<file path="config.mk">
export PLATFORM = sky130hd
export DESIGN_NAME = fnd_scan_driver
export DESIGN_NICKNAME = d
export VERILOG_FILES = /design/src/rtl/fnd_scan_driver.sv
export SDC_FILE = /design/constraint.sdc
export NUM_CORES = 1
export LEC_CHECK = 0
export BUFFER_PORTS_ARGS = -buffer_cell sky130_fd_sc_hd__buf_2
export CELL_PAD_IN_SITES_DETAIL_PLACEMENT = 1
export CELL_PAD_IN_SITES_GLOBAL_PLACEMENT = 2
export CORE_ASPECT_RATIO = 0.7
export CORE_MARGIN = 8
export CORE_UTILIZATION = 33
export DETAILED_ROUTE_END_ITERATION = 8
export GPL_TIMING_DRIVEN = 0
export PLACE_DENSITY_LB_ADDON = 0.08
export SYNTH_ARGS = -nofsm -noshare
export SYNTH_HDL_FRONTEND = slang
export SYNTH_SLANG_ARGS = --single-unit
</file>
<file path="constraint.sdc">
create_clock -name i_clk -period 2.2 [get_ports i_clk]
set_input_delay 0.44 -clock i_clk [delete_from_list [all_inputs] [get_ports i_clk]]
set_output_delay 0.44 -clock i_clk [all_outputs]
set_load 0.05 [all_outputs]
</file>
<file path="src/rtl/fnd_scan_driver.sv">
// Binary-to-BCD (sequential double-dabble) conversion plus a 4-digit
// common-anode scanner that feeds the FND font decoder.
module fnd_scan_driver #(
    parameter int SCAN_DIV = 100000,
    parameter bit LZ_BLANK = 1'b1
) (
    input  logic        i_clk,
    input  logic        i_reset,
    input  logic [13:0] i_value,
    input  logic        i_load,
    input  logic        i_blank_all,
    output logic        o_busy,
    output logic [3:0]  o_fnd_com,
    output logic [3:0]  o_bcd,
    output logic        o_En
);

    localparam int PW = (SCAN_DIV > 1) ? $clog2(SCAN_DIV) : 1;

    typedef enum logic [1:0] {
        ST_IDLE  = 2'd0,
        ST_SHIFT = 2'd1,
        ST_DONE  = 2'd2
    } state_t;

    state_t        state, state_nxt;
    logic [13:0]   bin_q, bin_nxt;
    logic [15:0]   acc_q, acc_nxt;
    logic [15:0]   acc_adj;
    logic [3:0]    cnt_q, cnt_nxt;
    logic          busy_nxt;
    logic [15:0]   disp_q, disp_nxt;

    logic [PW-1:0] presc_q;
    logic [1:0]    idx_q, idx_nxt;
    logic [3:0]    zero_from;
    logic          lz_blank;

    // Add-3 correction on every nibble before the shift.
    always_comb begin
        acc_adj = acc_q;
        for (int n = 0; n < 4; n++) begin
            if (acc_q[4*n +: 4] >= 4'd5)
                acc_adj[4*n +: 4] = acc_q[4*n +: 4] + 4'd3;
        end
    end

    always_comb begin
        state_nxt = state;
        bin_nxt   = bin_q;
        acc_nxt   = acc_q;
        cnt_nxt   = cnt_q;
        busy_nxt  = o_busy;
        disp_nxt  = disp_q;
        case (state)
            ST_IDLE: begin
                if (i_load) begin
                    bin_nxt   = (i_value > 14'd9999) ? 14'd9999 : i_value;
                    acc_nxt   = 16'd0;
                    cnt_nxt   = 4'd0;
                    busy_nxt  = 1'b1;
                    state_nxt = ST_SHIFT;
                end
            end
            ST_SHIFT: begin
                acc_nxt = {acc_adj[14:0], bin_q[13]};
                bin_nxt = {bin_q[12:0], 1'b0};
                cnt_nxt = cnt_q + 4'd1;
                if (cnt_q == 4'd13)
                    state_nxt = ST_DONE;
            end
            ST_DONE: begin
                // Only a finished conversion ever reaches the display register.
                disp_nxt  = acc_q;
                busy_nxt  = 1'b0;
                state_nxt = ST_IDLE;
            end
            default: begin
                busy_nxt  = 1'b0;
                state_nxt = ST_IDLE;
            end
        endcase
    end

    always_ff @(posedge i_clk) begin
        if (i_reset) begin
            state  <= ST_IDLE;
            bin_q  <= 14'd0;
            acc_q  <= 16'd0;
            cnt_q  <= 4'd0;
            o_busy <= 1'b0;
            disp_q <= 16'd0;
        end else begin
            state  <= state_nxt;
            bin_q  <= bin_nxt;
            acc_q  <= acc_nxt;
            cnt_q  <= cnt_nxt;
            o_busy <= busy_nxt;
            disp_q <= disp_nxt;
        end
    end

    // zero_from[k]: digit k and every higher digit are zero.
    always_comb begin
        zero_from[3] = (disp_q[15:12] == 4'd0);
        zero_from[2] = zero_from[3] && (disp_q[11:8] == 4'd0);
        zero_from[1] = zero_from[2] && (disp_q[7:4] == 4'd0);
        zero_from[0] = zero_from[1] && (disp_q[3:0] == 4'd0);
        idx_nxt      = idx_q + 2'd1;
        lz_blank     = LZ_BLANK && (idx_nxt != 2'd0) && zero_from[idx_nxt];
    end

    // Commons, digit and blank all move on the slot edge together.
    always_ff @(posedge i_clk) begin
        if (i_reset) begin
            presc_q   <= '0;
            idx_q     <= 2'd0;
            o_fnd_com <= 4'b1110;
            o_bcd     <= 4'd0;
            o_En      <= 1'b0;
        end else if (presc_q == PW'(SCAN_DIV - 1)) begin
            presc_q   <= '0;
            idx_q     <= idx_nxt;
            o_fnd_com <= ~(4'b0001 << idx_nxt);
            o_bcd     <= disp_q[4*idx_nxt +: 4];
            o_En      <= i_blank_all || lz_blank;
        end else begin
            presc_q <= presc_q + PW'(1);
        end
    end

endmodule

</file>
==> run_results.csv, run 1 <==
group,metric,value,unit
pwr,ir_drop,0.4619,mV
yosys,synth.yosys.warnings,0,
yosys,syn-cell-area,3697,um^2
cells_and_area,drive_above_1_share,14.66,%
global_route,grt_max_degree,13,
yosys,synthTopCellsByArea,"dfxtp_1 (44%), nor2_1 (6.9%), ha_1 (5.1%)",
min_path,hold_depth,3,
yosys,synth_area_leader_cell,"dfxtp_1",
clock_tree,clk_path_buf_depth,2,
min_path,hp-class,"input pin to register",
place,port_buffers,27,
cells_and_area,synthToLayoutAreaGrowth,16.72,%
sta,period_needed,2036,ps
worst_setup_path,crit_required,2390,ps
yosys,netlist_instances,422,
pwr,power_density,735.1,nW/um^2
floorplanning,io_pins,28,
sta,maxSlewHeadroom,57.33,%
cells_and_area,nNetsFinal,492,
run_status,status,"complete, no violations",
pwr,leakage,1.654,nW
routing,route.detailed.drc,0,
worst_setup_path,path_cells,"inv_1 -> ha_1 -> mux4_1 -> mux2i_1 -> nor2_1",
global_route,grt_pass1_wl,16790,um
clock_tree,clock-root-buffer,"clkbuf_16",
yosys,synth_edf_count,0,
place,gp_congestion,0.7644,
worst_setup_path,arrival,2230,ps
global_route,grt_usage,14.07,%
yosys,syn-mean-instance-area,8.761,um^2
sta,finalMaxSlewViolations,0,
worst_setup_path,r2r-end,"o_bcd[0]$_SDFFE_PP0N_",
clock_tree,numCtsBuffers,9,
place,dp.cells,602,
sta,fmax,0.4911,GHz
cells_and_area,diodes,0,
routing,viasPerCell,4.922,
sta,rsz0062_at_grt,"false",
sta,finalSetupViolCount,0,
sta,hold_violations,0,
clock_tree,clk_pin_slew,60,ps
sta,worst_hold_slack,383.2,ps
routing,dr.pass1.iters,5,
clock_tree,post_cts_buffers,0,
worst_setup_path,crit_type,"register to register",
yosys,synthesis.nets,455,
routing,wire_per_inst,16.24,um
floorplanning,die_w,142.5,um
routing,vias,3037,
yosys,ys.flop_type,"dfxtp_1",
global_route,grt_pass1_vias,3112,
worst_setup_path,r2r_cells,5,
clock_tree,post_cts_resize_count,1,
floorplanning,core,10970,um^2
worst_setup_path,r2r-start,"idx_q[0]$_SDFFE_PP0N_",
worst_setup_path,path_delay_family,"multiplexers",
routing,ant_nets,0,
global_route,overflow,0,
worst_setup_path,cp_slowest_cell,"mux4_1",
floorplanning,start_util,33.70,%
global_route,antenna_found_initial,0,
cells_and_area,fin_cells,617,
min_path,min_to,"bin_q[3]$_SDFFE_PP0P_",
clock_tree,cts_max_level,3,
sta,fin_crit_sh,92.57,%
min_path,min_from,"i_value[3]",
worst_setup_path,slowest_delay,620,ps
worst_setup_path,path_buf_inv,1,
floorplanning,die_area,14900,um^2
routing,routed_wl,10020,um
yosys,netlist.area_leader.share,43.86,%
clock_tree,cts_sinks,81,
yosys,yosysUniqueCellTypes,52,
routing,drt-initial-drc-count,167,
yosys,ys_seq_area_share,43.86,%
floorplanning,rows,32,
job,max_cap_violations,0,
worst_setup_path,cp-start-kind,"register",
worst_setup_path,end_kind,"register",
sta,clock_skew,7.891,ps
clock_tree,ctsHoldBuffers,0,
sta,tightest_slew,640.0,ps
clock_tree,clk_latency,330,ps
yosys,synthArstFlopShare,0,%
worst_setup_path,r2r_slack,160,ps
yosys,ys_seq_elements,81,
place,place_hpwl,7422,um
worst_setup_path,crit_path_max_fanout,8,
floorplanning,die_h,104.6,um
clock_tree,cts_tree,"done",
-- worst max-delay path by stage --
| stage | startpoint | to | cells after the start |
|---|---|---|---|
| 3_5_place_dp | idx_q[0]$_SDFFE_PP0N_ | o_bcd[0]$_SDFFE_PP0N_ | 6 |
| 6_report | idx_q[0]$_SDFFE_PP0N_ | o_bcd[0]$_SDFFE_PP0N_ | 5 |
| 4_1_cts | idx_q[0]$_SDFFE_PP0N_ | o_bcd[0]$_SDFFE_PP0N_ | 5 |
| 5_1_grt | idx_q[0]$_SDFFE_PP0N_ | o_bcd[0]$_SDFFE_PP0N_ | 5 |
| 3_3_place_gp | idx_q[0]$_SDFFE_PP0N_ | o_bcd[0]$_SDFFE_PP0N_ | 6 |
| 2_1_floorplan | idx_q[0]$_SDFFE_PP0N_ | o_bcd[0]$_SDFFE_PP0N_ | 6 |
-- worst register-to-register path: stages, from the launching register on --
cell and delay [ps]:
dfxtp_2 450, inv_1 130, ha_1 500, mux4_1 620
mux2i_1 150, nor2_1 50
-- placed cells by master (no fill, tap or decap), types with 2 or more instances in the layout --
cell       synthesis  final
nor2b_1            2      2
and3_1             2      2
mux4_2             3      3
a22oi_1            8      8
a222oi_1           6      6
and4bb_2           2      2
nand3_1           11     11
nor3_1            15     15
and4_1             2      2
nand2_1           48     48
xor2_1             9      9
mux2i_1            7      7
clkbuf_8           0      4
clkinv_2           0      2
ha_1              15     15
nor3_2             2      2
dfxtp_1           81     80
o211ai_1           2      2
a21o_1             2      2
xnor2_1           13     13
a32oi_1            2      2
buf_2              3     30
nand2b_1           7      7
buf_4              2      2
o21ai_0           10     10
clkbuf_16          0      9
inv_1             15     15
nor2_1            68     68
nor4_1             9      9
a211o_1            3      3
nand4_1            5      5
buf_6              2      2
a21oi_1           33     33
clkbuf_1          12     12
-- through the flow --
step           utilization, %  TNS [ps]  area, um^2  setup slack (ps)  total power, mW
2_1_floorplan               -         0        3697             133.4            1.671
3_3_place_gp            36.68    -219.0        4024            -122.9            1.747
3_5_place_dp            36.68    -342.5        4024            -174.6            1.751
4_1_cts                 39.34         0        4315             133.7            3.222
5_1_grt                 39.34         0        4315             25.55            3.323
6_report                39.34         0        4315             163.6            3.172
-- sequential cells by signal (all words and copies together) (netlist names) --
signal / flops
o_fnd_com: 4
bin_q: 14
disp_q: 16
o_En: 1
acc_q: 16
state: 2
o_busy: 1
cnt_q: 4
presc_q: 17
idx_q: 2
o_bcd: 4
-- where the power goes --
part	switching [mW]	internal, mW	total, mW
Sequential	0.0247	1.50	1.52
Clock	0.572	0.885	1.46
Combinational	0.128	0.0641	0.192
-- synthesized netlist by cell type (all sizes together) (3+ instances only) --
cell and instances:
nand3 11, nand2b 7, ha 15, mux4 4
nand2 48, nor2 69, o21ai 11, inv 16
dfxtp 81, nor4 10, a211o 3, a21oi 33
buf 8, nand4 6, xor2 9, xnor2 13
clkbuf 13, nor3 17, mux2i 7, a22oi 8
a222oi 6
-- final cells by class --
type / count / area (um^2)
plain buffers: 20 / 102.6
fillers: 1338 / 6655
inverters: 16 / 60.06
clock inverters: 2 / 10.01
multi-input cells: 304 / 1909
clock buffers: 14 / 284.0
flip-flops and latches: 81 / 1623
repair buffers: 27 / 135.1
well taps: 153 / 191.4
-- logic make-up (layout without fill, tap and decap cells) --
kind of cell	count (synthesis)	in the layout	synth area share, %
AO/OA/AOI/OAI	72	72	12.89
XOR/XNOR	22	22	5.212
adder cells (fa/ha/maj)	15	15	5.076
buffers and inverters	37	79	4.500
flip-flops	81	81	43.86
multiplexers	12	12	4.738
AND/OR/NAND/NOR	183	183	23.72
-- routing by layer --
metal  vias up  wire (um)  global-route usage (%)
met5         -          0                       0
met4         0         87                   3.175
met3         7        378                   4.000
met2        48       4051                   20.19
met1      1434       5500                   20.25
li1       1548          -                       -
(Power assumes the default switching activity.)
==> run 2: changes to the inputs <==
--- a/config.mk
+++ b/config.mk
@@ -14,6 +14,7 @@
 export DETAILED_ROUTE_END_ITERATION = 8
 export GPL_TIMING_DRIVEN = 0
 export PLACE_DENSITY_LB_ADDON = 0.08
+export RECOVER_POWER = 100
 export SYNTH_ARGS = -nofsm -noshare
 export SYNTH_HDL_FRONTEND = slang
 export SYNTH_SLANG_ARGS = --single-unit
==> run_results.csv, run 2 (same netlist as run 1, synthesis figures left out) <==
group,metric,value,unit
job,max_cap_violations,0,
clock_tree,post_cts_buffers,0,
clock_tree,cts_max_level,3,
routing,routed_wl,10000,um
floorplanning,core,10970,um^2
global_route,overflow,0,
floorplanning,die_w,142.5,um
sta,rsz0062_at_grt,"false",
sta,hold_violations,0,
sta,setup_tns,0,ps
min_path,min_to,"bin_q[3]$_SDFFE_PP0P_",
sta,maxSlewHeadroom,57.12,%
pwr,power_density,741.7,nW/um^2
worst_setup_path,crit_path_max_fanout,10,
worst_setup_path,r2r-start,"presc_q[0]$_SDFF_PP0_",
routing,viasPerCell,4.956,
routing,wire_per_inst,16.21,um
pwr,ir_drop,0.4607,mV
cells_and_area,reg.largest.list,"presc_q: 17 flops, acc_q: 16 flops, disp_q: 16 flops",
global_route,grt_usage,14.07,%
global_route,grt_pass1_wl,16790,um
cells_and_area,diodes,0,
min_path,hold_depth,3,
sta,finalMaxSlewViolations,0,
routing,drt-initial-drc-count,151,
clock_tree,clock-root-buffer,"clkbuf_16",
clock_tree,cts_sinks,81,
sta,clock_skew,8.327,ps
routing,dr.pass1.iters,4,
worst_setup_path,arrival,2260,ps
cells_and_area,regMostFlops,"presc_q",
worst_setup_path,end_kind,"register",
global_route,grt_max_degree,13,
cells_and_area,synthToLayoutAreaGrowth,15.53,%
routing,route.detailed.drc,0,
routing,vias,3058,
cells_and_area,stdcell_area,4272,um^2
routing,ant_nets,0,
place,place_hpwl,7422,um
sta,fmax,0.4892,GHz
sta,tightest_slew,643.1,ps
floorplanning,io_pins,28,
global_route,antenna_found_initial,0,
cells_and_area,nFillCells,1339,
worst_setup_path,crit_type,"register to register",
sta,worst_hold_slack,384.1,ps
cells_and_area,final_common_cell,"dfxtp_1",
worst_setup_path,cp_slowest_cell,"dfxtp_1",
cells_and_area,layout_common_cells,"dfxtp_1 (80), nor2_1 (69), nand2_1 (48), a21oi_1 (33), clkbuf_1 (26)",
sta,finalSetupViolCount,0,
floorplanning,rows,32,
run_status,status,"complete, no violations",
place,place_area,4024,um^2
global_route,grt_pass1_vias,3112,
worst_setup_path,crit_required,2420,ps
floorplanning,die_h,104.6,um
cells_and_area,drive_above_1_share,11.42,%
sta,period_needed,2044,ps
place,port_buffers,27,
cells_and_area,final_util,38.94,%
min_path,min_from,"i_value[3]",
pwr,leakage,1.593,nW
clock_tree,numCtsBuffers,9,
worst_setup_path,slowest_delay,380,ps
place,gp_congestion,0.7644,
worst_setup_path,r2r-end,"o_fnd_com[1]$_SDFFE_PP1N_",
clock_tree,cts_tree,"done",
cells_and_area,largest_reg_flops,17,
sta,fin_crit_sh,92.92,%
worst_setup_path,cp-start-kind,"register",
floorplanning,die_area,14900,um^2
worst_setup_path,r2r_slack,160,ps
worst_setup_path,path_cells,"ha_1 -> and4_1 -> nand4_1 -> clkbuf_2 -> a211o_1",
clock_tree,clk_path_buf_depth,2,
clock_tree,clk_pin_slew,60,ps
worst_setup_path,r2r_cells,5,
cells_and_area,nNetsFinal,492,
clock_tree,clk_latency,330,ps
worst_setup_path,cp-startpoint,"presc_q[0]$_SDFF_PP0_",
floorplanning,start_util,33.70,%
min_path,hp-class,"input pin to register",
==> run 2: changes by cell type in the layout (fill, tap and decap cells not counted), sizes merged <==
| cell | before | now |
|---|---|---|
| clkbuf | 26 | 40 |
| buf | 35 | 21 |
==> run 2: per-layer routing <==
metal	part of all wire, %	vias up	wire length [um]	GRT usage [%]
met5	0	-	0	0
met1	55	1449	5478	20.25
met4	0.84	0	84	3.175
met3	4.0	8	404	4.000
li1	-	1546	-	-
met2	40	55	4033	20.19
==> run 2: critical path: cells and delay by family, from the launching register on <==
kind                       cells  cell delay (ps)
buffers and inverters          1              360
adders and majority gates      1              250
AOI/OAI and AO/OA              1              330
and+or+nand+nor                2              620
DFF                            1              380
==> run 2: power by group <==
part | internal, mW | total [mW] | switching [mW]
Clock | 0.885 | 1.45 | 0.570
Sequential | 1.50 | 1.52 | 0.0248
Combinational | 0.0624 | 0.190 | 0.127
==> run 2: how the worst max path moves through the flow <==
stage | end | slack [ps] | cells after the start
after floorplan | o_bcd[0]$_SDFFE_PP0N_ | 130 | 6
after global placement | o_bcd[0]$_SDFFE_PP0N_ | -120 | 6
after detailed placement | o_bcd[0]$_SDFFE_PP0N_ | -170 | 6
after CTS | o_bcd[0]$_SDFFE_PP0N_ | 130 | 5
after global routing | o_fnd_com[1]$_SDFFE_PP1N_ | 40 | 5
final | o_fnd_com[1]$_SDFFE_PP1N_ | 160 | 5
==> run 2: area by class of cell <==
type,count,area (um^2),area share [%]
Buffer,20,92.59,2.168
Clock buffer,14,284.0,6.649
Clock inverter,2,10.01,0.2343
Inverter,16,60.06,1.406
Multi-Input combinational cell,304,1888,44.20
Sequential cell,81,1623,37.99
Tap cell,153,191.4,4.482
Timing Repair Buffer,27,122.6,2.871
==> run 2: repair_timing <==
item,4_1_cts,5_1_grt
endpoints found under the hold margin,0,0
hold buffers,0,0
resized for setup,1,0
setup endpoints to repair,4,0
==> run 2: metrics by stage <==
| step | total power [mW] | cells | setup slack [ps] |
|---|---|---|---|
| floorplan | 1.671 | 422 | 133.4 |
| global placement | 1.747 | 602 | -122.9 |
| detailed placement | 1.751 | 602 | -174.6 |
| CTS | 3.222 | 617 | 133.7 |
| global route | 3.321 | 617 | 43.35 |
| finish | 3.168 | 617 | 155.7 |
